==> config.mk <==
export PLATFORM = sky130hd
export DESIGN_NAME = identificador_param
export DESIGN_NICKNAME = d
export VERILOG_FILES = /design/src/rtl/identificador_param.sv
export SDC_FILE = /design/constraint.sdc
export NUM_CORES = 1
export LEC_CHECK = 0
export BUFFER_PORTS_ARGS = -buffer_cell sky130_fd_sc_hd__buf_2
export CAP_MARGIN = 10
export CORE_MARGIN = 3
export CORE_UTILIZATION = 47
export CTS_CLUSTER_DIAMETER = 100
export CTS_CLUSTER_SIZE = 12
export DETAILED_ROUTE_END_ITERATION = 6
export PLACE_DENSITY = 0.74
export SLEW_MARGIN = 5
export SYNTH_ARGS = -nofsm -noshare
export SYNTH_HDL_FRONTEND = slang
export SYNTH_SLANG_ARGS = --single-unit
==> constraint.sdc <==
create_clock -name clk -period 2.35 [get_ports clk]
set_input_delay 0 -clock clk [delete_from_list [all_inputs] [get_ports clk]]
set_output_delay 0 -clock clk [all_outputs]
set_load 0.005 [all_outputs]
==> src/rtl/identificador_param.sv <==
// Programmable serial pattern detector: masked compare of the last `len` valid
// bits against `refe`, with overlap control and a saturating match counter.

module identificador_bit (
  input  logic active,
  input  logic care,
  input  logic ref_bit,
  input  logic win_bit,
  output logic hit
);
  assign hit = !active || !care || (ref_bit == win_bit);
endmodule

module identificador_param #(
  parameter int SEQ_W = 8,
  parameter int CNT_W = 8,
  parameter int LEN_W = $clog2(SEQ_W+1)
) (
  input  logic             clk,
  input  logic             reset,
  input  logic             clear,
  input  logic             in_valid,
  input  logic             in,
  input  logic [SEQ_W-1:0] refe,
  input  logic [SEQ_W-1:0] mask,
  input  logic [LEN_W-1:0] len,
  input  logic             overlap,
  output logic             flag,
  output logic [CNT_W-1:0] match_count
);
  localparam int LW1 = LEN_W + 1;
  localparam logic [LEN_W-1:0] MAX_FILL = LEN_W'(SEQ_W);
  localparam logic [CNT_W-1:0] CNT_MAX  = '1;

  logic [SEQ_W-1:0] window, next_window, active, hit;
  logic [LEN_W-1:0] fill;
  logic             len_ok, fill_ok, match;

  assign next_window = {window[SEQ_W-2:0], in};

  for (genvar i = 0; i < SEQ_W; i++) begin : g_bit
    assign active[i] = LW1'(i) < {1'b0, len};
    identificador_bit u_bit (
      .active (active[i]),
      .care   (mask[i]),
      .ref_bit(refe[i]),
      .win_bit(next_window[i]),
      .hit    (hit[i])
    );
  end

  // fill counts bits already held; the incoming bit makes fill+1 available
  assign len_ok  = (len != '0) && (len <= MAX_FILL);
  assign fill_ok = ({1'b0, fill} + LW1'(1)) >= {1'b0, len};
  assign match   = in_valid && len_ok && fill_ok && (&hit);

  always_ff @(posedge clk or negedge reset) begin
    if (!reset) begin
      window      <= '0;
      fill        <= '0;
      flag        <= 1'b0;
      match_count <= '0;
    end else if (clear) begin
      window      <= '0;
      fill        <= '0;
      flag        <= 1'b0;
      match_count <= '0;
    end else begin
      flag <= match;
      if (in_valid) begin
        window <= next_window;
        if (match && !overlap)     fill <= '0;
        else if (fill != MAX_FILL) fill <= fill + LEN_W'(1);
        if (match && match_count != CNT_MAX) match_count <= match_count + CNT_W'(1);
      end
    end
  end
endmodule

# After elaboration in Yosys (flattened, before gate mapping)
# Index checks and enable logic that the tools add are counted.
dict set report totals {
  inputBits 26
  wordCells 83
  ff_bits 20
  out_inout_bits 9
}
dict set report op_classes {
  n_addsub 3
  n_lt_le_gt_ge 10
  eq_ne 10
  reduce_logical 46
  n_mux 10
}
# op count
set op_table {}
lappend op_table {{$mux 8} 3}
lappend op_table {{$logic_not 1->1} 17}
lappend op_table {{$logic_or 1x1->1} 16}
lappend op_table {{$lt 3x4->1 const A} 4}
lappend op_table {{$mux 4} 4}
lappend op_table {{$mux 7} 2}
lappend op_table {{$add 8x1->8 const B} 1}
lappend op_table {{$eq 1x1->1} 8}
lappend op_table {{$lt 1x4->1 const A} 2}
lappend op_table {{$lt 2x4->1 const A} 2}
lappend op_table {{$ne 8x8->1 const B} 1}
lappend op_table {{$reduce_and 8->1} 1}
lappend op_table {{$logic_and 1x1->1} 6}
lappend op_table {{$add 4x1->5 const B} 1}
lappend op_table {{$ge 5x4->1} 1}
lappend op_table {{$add 4x1->4 const B} 1}
lappend op_table {{$le 4x4->1 const B} 1}
lappend op_table {{$ne 4x4->1 const B} 1}
lappend op_table {{$reduce_and 2->1} 2}
lappend op_table {{$reduce_bool 2->1} 2}
lappend op_table {{$reduce_bool 4->1} 1}
lappend op_table {{$reduce_bool 3->1} 1}
lappend op_table {{$mux 1} 1}

# Depth between registers and ports, before layout
# Gate-level depths: netlist (run 1).
dict set report logic_depth {
  word_depth 10
  depth_mapped 9
}

# By module
# From an unflattened synthesis (run 1), not the netlist that was laid out.
dict set report unflattened {
  hier_cells 151
  hier_area_um2 1375.1
}
# module area_each_um2 n_inst seq_area_each_um2 cells_per_inst
set by_module_without_submodules {}
lappend by_module_without_submodules {identificador_param 1265.0 1 500.5 135}
lappend by_module_without_submodules {identificador_bit 13.8 8 0.0 2}

# Worst setup path after synthesis (run 1)
# OpenSTA, ideal clock, no wires.
dict set report synth_path {
  kind {flip-flop to flip-flop}
  start {register fill[0]}
  end {register match_count[6]}
  synth_period_minus_slack_ns 2.397
  path_stages_with_launch 10
  arrival_time_ns 2.320
  n_path_buf 0
  setup_ns 0.077
  slack_ns -0.047
  path_cell_list {dfrtp_1 ha_1 xor2_1 ha_1 o21ai_0 o21a_1 nor4_4 nand3_2 or4_1 a21oi_1}
}
dict set report synth_between {
  elab_chain_cells 7
}
# element line_no
set synth_rtl {}
lappend synth_rtl {{start: declaration} 36} ;# logic [LEN_W-1:0] fill;
lappend synth_rtl {{start signal: assignment} 73} ;# else if (fill != MAX_FILL) fill <= fill + LEN_W'(1);
lappend synth_rtl {{$add 4x1->5} 54} ;# assign fill_ok = ({1'b0, fill} + LW1'(1)) >= {1'b0, len};
lappend synth_rtl {{$ge 5x4->1} 54}
lappend synth_rtl {{$logic_and 1x1->1 (2 in series)} 55} ;# assign match = in_valid && len_ok && fill_ok && (&hit);
lappend synth_rtl {{$logic_and 1x1->1} 74} ;# if (match && match_count != CNT_MAX) match_count <= match_count + CNT_W'(1);
lappend synth_rtl {{$reduce_bool 2->1 (no source line)} --}
lappend synth_rtl {{$reduce_and 2->1 (no source line)} --}
lappend synth_rtl {{end signal: assignment} 74}
lappend synth_rtl {{end: declaration} 29} ;# output logic [CNT_W-1:0] match_count
# No other way between the ends.
# A chain may end at the register's enable or synchronous reset.

# Final worst setup path (run 1)
# Same ends and word-level chain as after synthesis.

==> out/qor.csv, run 1 <==
stage;metric;value;unit
clocking;CTS Root Buffer Type;clkbuf_4;
sta;RSZ-0062 raised after global routing;yes;
global_routing;gr ovfl total;0;
routing;DRC violations left;0;
setup_path;Worst path slowest cell;dfrtp_2;
floorplanning;die area;3430;um2
global_routing;vias in the first global route;1225;
setup_path;CP Launch Type;flip-flop;
global_routing;initial antenna violation count;0;
pwr;Leak Pwr;0.824;nW
sta;final period utilization;96.4;%
routing;initial DRC count;73;
routing;WL/cell;14.0;um
sta;# setup viols final;0;
placed_design;dpl hpwl;2290;um
clocking;Clock Latency Late Sink;0.29;ns
finish;fillers;225;
floorplanning;Row Count;18;
finish;Final nets;215;
pwr;sequential group share of total power;46.4;%
floorplanning;die width;58.6;um
job;max cap viols;0;
finish;fin area;1650;um2
pwr;Int Pwr;0.000585;W
setup_path;Crit path max-delay family;simple AND/OR/NAND/NOR gates;
worst_hold_path;Hold WC Path Type;in2reg;
sta;Final Hold Fails;0;
logic_synthesis;sequential share of the synthesized area;38.5;%
setup_path;Worst Path Arrival;2.49;ns
logic_synthesis;yosys warns;0;
floorplanning;CORE AREA;2540;um2
global_routing;largest net degree at the start of global routing;21;
setup_path;WS Path Type;reg2reg;
setup_path;R2R setup slack;0.09;ns
global_routing;Total Routing Usage GR;18.8;%
sta;Clock Skew;0.00728;ns
setup_path;launch point of the worst reg-to-reg path;fill[0];
routing;detailed-route wire length;2950;um
finish;Diodes inserted;0;
sta;setup TNS;0;ns
clocking;clock sink count;20;
pwr;maximum VDD drop;0.525;mV
setup_path;crit path to;match_count[6];
floorplanning;I/O pin cnt;35;
setup_path;r2r endpoint;match_count[6];
finish;layout cells sized above 1;32.6;%
clocking;Max Root-Sink Buffers;2;
pwr;Psw;0.000184;W
finish;final core utilization;64.7;%
routing;Pre-antenna DRT Iters;4;
clocking;CTS tree;yes;
finish;commonest non-fill, non-tap cell in the layout;buf_2;
setup_path;worst path cell trace;ha_4, xor2_1, ha_1, o21ai_1, o21a_1, nor4_4, nand3_2, or4_1, a21oi_1;
logic_synthesis;Syn Area/Cell;9.48;um2
floorplanning;die height;58.6;um
sta;Final min period;2.26;ns
logic_synthesis;Cells after Synth;137;
routing;vias per cell;5.64;
sta;actual slew at the worst max-slew pin;0.507;ns
global_routing;global-route wire length before repair;5090;um
logic_synthesis;library cells used by synthesis;35;
setup_path;R2R depth;9;
setup_path;WP buf/inv;0;
setup_path;start point of the critical path;fill[0];
placed_design;Placer Congestion;0.853;
floorplanning;Starting Density;51.0;%
logic_synthesis;syn nets;170;
setup_path;Worst EP required;2.58;ns
placed_design;DP Worst Slack;0.0146;ns
setup_path;worst-path fanout max;4;
setup_path;Levels on crit path;9;
clocking;clk slew on worst S/H paths;0.11;ns
clocking;TritonCTS Buffers;3;
sta;Max Slew Vio Count;0;
routing;DRT antenna net count;0;
setup_path;Worst path max stage delay;0.46;ns
routing;via count;1189;
setup_path;Worst setup EP type;flip-flop;
clocking;Max H-tree Level;1;
status;status;complete, no violations;
sta;relative slew slack;65.8;%
placed_design;Port Buffers;34;
pwr;Final Power;0.000769;W
placed_design;DP Area;1520;um2
finish;most frequent cells in the layout;buf_2, dfrtp_1, nor2_1;
pwr;switch share;23.9;%
pwr;Power Density;467;nW/um2
logic_synthesis;Yosys reg bits;20;
sta;highest clock rate;442;MHz
sta;final worst-path setup slack;0.0857;ns
finish;synth-to-layout area growth;26.8;%
pwr;Comb pwr share;18.0;%
pwr;clock share of power;35.5;%
logic_synthesis;post-synthesis cell area;1300;um2
-- per-layer routing --
metal	global-route usage, %	routed length [um]	vias to the layer above
met5	0	0	-
met4	6.29	37	0
met3	2.41	176	6
met2	34.0	1450	44
met1	23.0	1280	565
li1	-	-	574
-- through the flow --
stage	hold slack, ns	instances
floorplan	-0.296	137
global placement	-0.0308	202
detailed placement	-0.0275	202
CTS	0.0837	209
global route	0.0787	211
finish	0.0891	211
-- cell usage after synthesis --
library cell | count | area share, %
xnor2_1 | 4 | 2.7
a311oi_1 | 1 | 0.67
clkbuf_1 | 2 | 0.58
o22ai_1 | 1 | 0.48
a211oi_2 | 1 | 0.96
o21a_1 | 1 | 0.58
or3_1 | 1 | 0.48
nand4_1 | 2 | 0.96
buf_4 | 1 | 0.58
inv_1 | 9 | 2.6
a211oi_1 | 1 | 0.58
or3_4 | 1 | 0.87
nor4_1 | 1 | 0.48
nor3_1 | 1 | 0.38
o31ai_1 | 1 | 0.58
nand2_1 | 3 | 0.87
a21oi_2 | 1 | 0.67
nor4_4 | 2 | 3.3
xor2_1 | 11 | 7.4
ha_1 | 7 | 6.7
a22oi_1 | 1 | 0.58
nand3b_1 | 1 | 0.58
and3_1 | 2 | 0.96
and2_1 | 1 | 0.48
nand3_1 | 7 | 2.7
a31oi_1 | 3 | 1.4
a21oi_1 | 10 | 3.9
nor2_1 | 18 | 5.2
o21ai_0 | 8 | 3.1
nand3_2 | 1 | 0.77
nand2b_1 | 2 | 0.96
o311a_2 | 1 | 0.87
mux2i_1 | 9 | 6.9
or4_1 | 1 | 0.58
dfrtp_1 | 20 | 39
-- worst min path at each step --
stage	cells after the start	endpoint	slack [ns]	startpoint
after floorplan	0	fill[0]	-0.30	reset
after global placement	1	match_count[7]	-0.03	reset
after detailed placement	1	match_count[2]	-0.03	reset
after CTS	2	fill[3]	0.08	clear
after global routing	2	window[3]	0.08	clear
final	2	window[3]	0.09	clear
-- state kept, by name, indices dropped and copies added, names as in the netlist --
| signal | count |
|---|---|
| fill | 4 |
| match_count | 8 |
| window | 7 |
| flag | 1 |
-- cells by family (layout without fill, tap and decap cells) --
family	count (synthesis)	in the layout	share of synthesized area, %
AO/OA/AOI/OAI	30	30	14.4
XOR/XNOR	15	15	10.1
adder cells (fa/ha/maj)	7	7	6.74
buffers and inverters	12	56	3.76
flip-flops	20	20	38.5
multiplexers	9	9	6.94
AND/OR/NAND/NOR	44	44	19.6
-- area by class of cell --
| cell class | instances | area [um2] | area share [%] |
|---|---|---|---|
| Multi-Input combinational cell | 105 | 777 | 47.2 |
| Sequential cell | 20 | 503 | 30.5 |
| Timing Repair Buffer | 43 | 243 | 14.7 |
| Tap cell | 30 | 37.5 | 2.28 |
| Inverter | 9 | 33.8 | 2.05 |
| Clock inverter | 1 | 30.0 | 1.82 |
| Clock buffer | 3 | 22.5 | 1.37 |
-- power by group through the flow --
stage | combinational, W | clock [W] | sequential (W)
6_report | 0.000138 | 0.000273 | 0.000357
5_1_grt | 0.000156 | 0.000302 | 0.000358
4_1_cts | 0.000131 | 0.000281 | 0.000355
3_5_place_dp | 0.000126 | 0 | 0.000363
3_3_place_gp | 0.000121 | 0 | 0.000362
2_1_floorplan | 0.0000736 | 0 | 0.000361
-- what timing repair did --
action	CTS	global route
hold buffers	2	0
pin swaps	0	2
endpoints found under the hold margin	21	0
endpoints found under the setup margin	4	9
gates resized for setup	0	10
setup buffers	1	2
Power figures use the tool's default switching activity.
==> run 2: changes to the inputs <==
Settings changed: BUFFER_PORTS_ARGS -buffer_cell sky130_fd_sc_hd__buf_2 to not set, CORE_UTILIZATION 47 to 50, DONT_BUFFER_PORTS set to 1, PLACE_DENSITY 0.74 to 0.67.
==> run 2 against run 1 <==
Effect of this change: clock power down 27%; highest routed layer unchanged; sequential share of layout area rose by 3.2 points; first-iteration DRC count decreased by 29%; critical path depth did not move; die area shrank 5.4%; cell count shrank 16%; non-clock buffer count down 31; global-route usage shrank 1.2 points; critical endpoint unchanged; setup slack got worse by 0.036 ns.
==> out/qor.csv, run 2 (synthesized netlist as in run 1, its figures left out) <==
stage;metric;value;unit
finish;fillers;203;
floorplanning;Starting Density;55.5;%
sta;highest clock rate;435;MHz
clocking;CTS tree;yes;
setup_path;worst-path fanout max;5;
finish;Largest Register;match_count;
clocking;clk slew on worst S/H paths;0.12;ns
sta;Final Hold Fails;0;
routing;via count;1044;
finish;synth-to-layout area growth;14.3;%
worst_hold_path;Worst Hold Path Cells;4;
clocking;clock sink count;20;
clocking;CTS Root Buffer Type;clkbuf_4;
global_routing;Total Routing Usage GR;17.6;%
routing;initial DRC count;52;
finish;fin cells;178;
finish;most frequent cells in the layout;dfrtp_1, nor2_1, xor2_1;
floorplanning;die width;57.0;um
pwr;Leak Pwr;0.679;nW
sta;final period utilization;97.9;%
setup_path;Worst setup EP type;flip-flop;
floorplanning;die area;3250;um2
global_routing;vias in the first global route;1045;
finish;biggest registers after layout;match_count (8), window (7), fill (4);
job;max cap viols;0;
clocking;TritonCTS Buffers;3;
routing;vias per cell;5.87;
floorplanning;Row Count;17;
finish;multi-input logic area;771;um2
clocking;Max H-tree Level;1;
floorplanning;I/O pin cnt;35;
pwr;Power Density;449;nW/um2
global_routing;largest net degree at the start of global routing;21;
sta;actual slew at the worst max-slew pin;0.884;ns
sta;# setup viols final;0;
routing;WL/cell;15.3;um
global_routing;initial antenna violation count;0;
placed_design;Port Buffers;0;
placed_design;Placer Congestion;0.813;
worst_hold_path;Hold WC Path Type;in2reg;
setup_path;Worst EP required;2.57;ns
sta;Clock Skew;0.00874;ns
finish;Diodes inserted;0;
sta;RSZ-0062 raised after global routing;yes;
finish;commonest non-fill, non-tap cell in the layout;dfrtp_1;
finish;max FFs per register;8;
pwr;maximum VDD drop;0.365;mV
finish;Final nets;184;
sta;relative slew slack;40.9;%
finish;FF+latch area;500;um2
floorplanning;CORE AREA;2340;um2
setup_path;Worst Path Arrival;2.52;ns
placed_design;Placed Cells incl. Taps;167;
global_routing;busiest grt layer;met2;
routing;DRT antenna net count;0;
clocking;Max Root-Sink Buffers;2;
pwr;Final Power;0.000666;W
sta;Max Slew Vio Count;0;
floorplanning;die height;57.0;um
global_routing;global-route wire length before repair;4620;um
status;status;complete, no violations;
clocking;Clock Latency Late Sink;0.30;ns
clocking;post-CTS setup buffer count;0;
routing;detailed-route wire length;2720;um
finish;layout cells sized above 1;12.7;%
placed_design;DP Worst Slack;0.0535;ns
global_routing;M1 GR Usage;24.3;%
routing;Pre-antenna DRT Iters;6;
sta;final worst-path setup slack;0.0495;ns
setup_path;R2R depth;9;
placed_design;dpl hpwl;2080;um
global_routing;met3 global-route usage;3.62;%
routing;DRC violations left;0;
finish;fin area;1480;um2
sta;Final min period;2.30;ns
setup_path;CP Launch Type;flip-flop;
global_routing;global-route met2 utilization;27.6;%
global_routing;gr ovfl total;0;
placed_design;DP Area;1360;um2
setup_path;WS Path Type;reg2reg;
==> run 2: cell count changes in the layout (fill, tap and decap cells not counted), moves of 2 or more <==
cell	before	now
buf_2	34	0
buf_4	7	5
dfrtp_1	18	20
dfrtp_2	2	0
dlygate4sd3_1	2	7
inv_1	7	9
inv_2	2	0
==> run 2: per-layer routing <==
layer	up-vias	routed length, um
met5	-	0
met4	0	31
met3	4	197
met2	32	1250
met1	492	1240
li1	516	-
==> run 2: cell type report <==
type | instances | share of cell area [%]
clock buffer | 4 | 2.45
inverter | 9 | 2.28
multi-input combinational | 105 | 51.9
sequential | 20 | 33.7
tap | 28 | 2.36
timing repair buffer | 12 | 7.25
==> run 2: worst max-delay path, stage by stage (launching register included) <==
cell	delay (ns)
dfrtp_1	0.45
ha_2	0.22
xor2_1	0.16
ha_1	0.28
o21ai_1	0.05
o21a_1	0.22
nor4_4	0.20
nand3_2	0.11
or4_1	0.41
a21oi_1	0.14
==> run 2: where the power goes <==
part	switching (W)	internal (W)	total (W)
clock	0.000105	0.0000944	0.000199
combinational	0.0000613	0.0000505	0.000112
sequential	0.00000639	0.000349	0.000356
==> run 2: worst paths after layout <==
kind	startpoint	endpoint	slack (ns)
max	fill[0]	match_count[6]	0.05
min	in_valid	fill[3]	0.04
max reg2reg	fill[0]	match_count[6]	0.05
min reg2reg	fill[0]	fill[0]	0.57
max in group asynchronous	reset	fill[2]	1.55
min in group asynchronous	reset	match_count[0]	0.25
==> run 2: repair_timing <==
| item | CTS | global route |
|---|---|---|
| hold endpoints to repair | 40 | 0 |
| hold buffers | 7 | 0 |
| setup endpoints to repair | 0 | 9 |
| resized for setup | 0 | 6 |
==> run 2: through the flow <==
stage / util (%) / hold WS [ns] / TNS [ns]
6_report: 63.4 / 0.0424 / 0
3_5_place_dp: 58.0 / -0.295 / 0
2_1_floorplan: - / -0.296 / 0
5_1_grt: 63.4 / 0.0701 / -0.266
4_1_cts: 62.5 / 0.0300 / 0
3_3_place_gp: 58.0 / -0.295 / 0
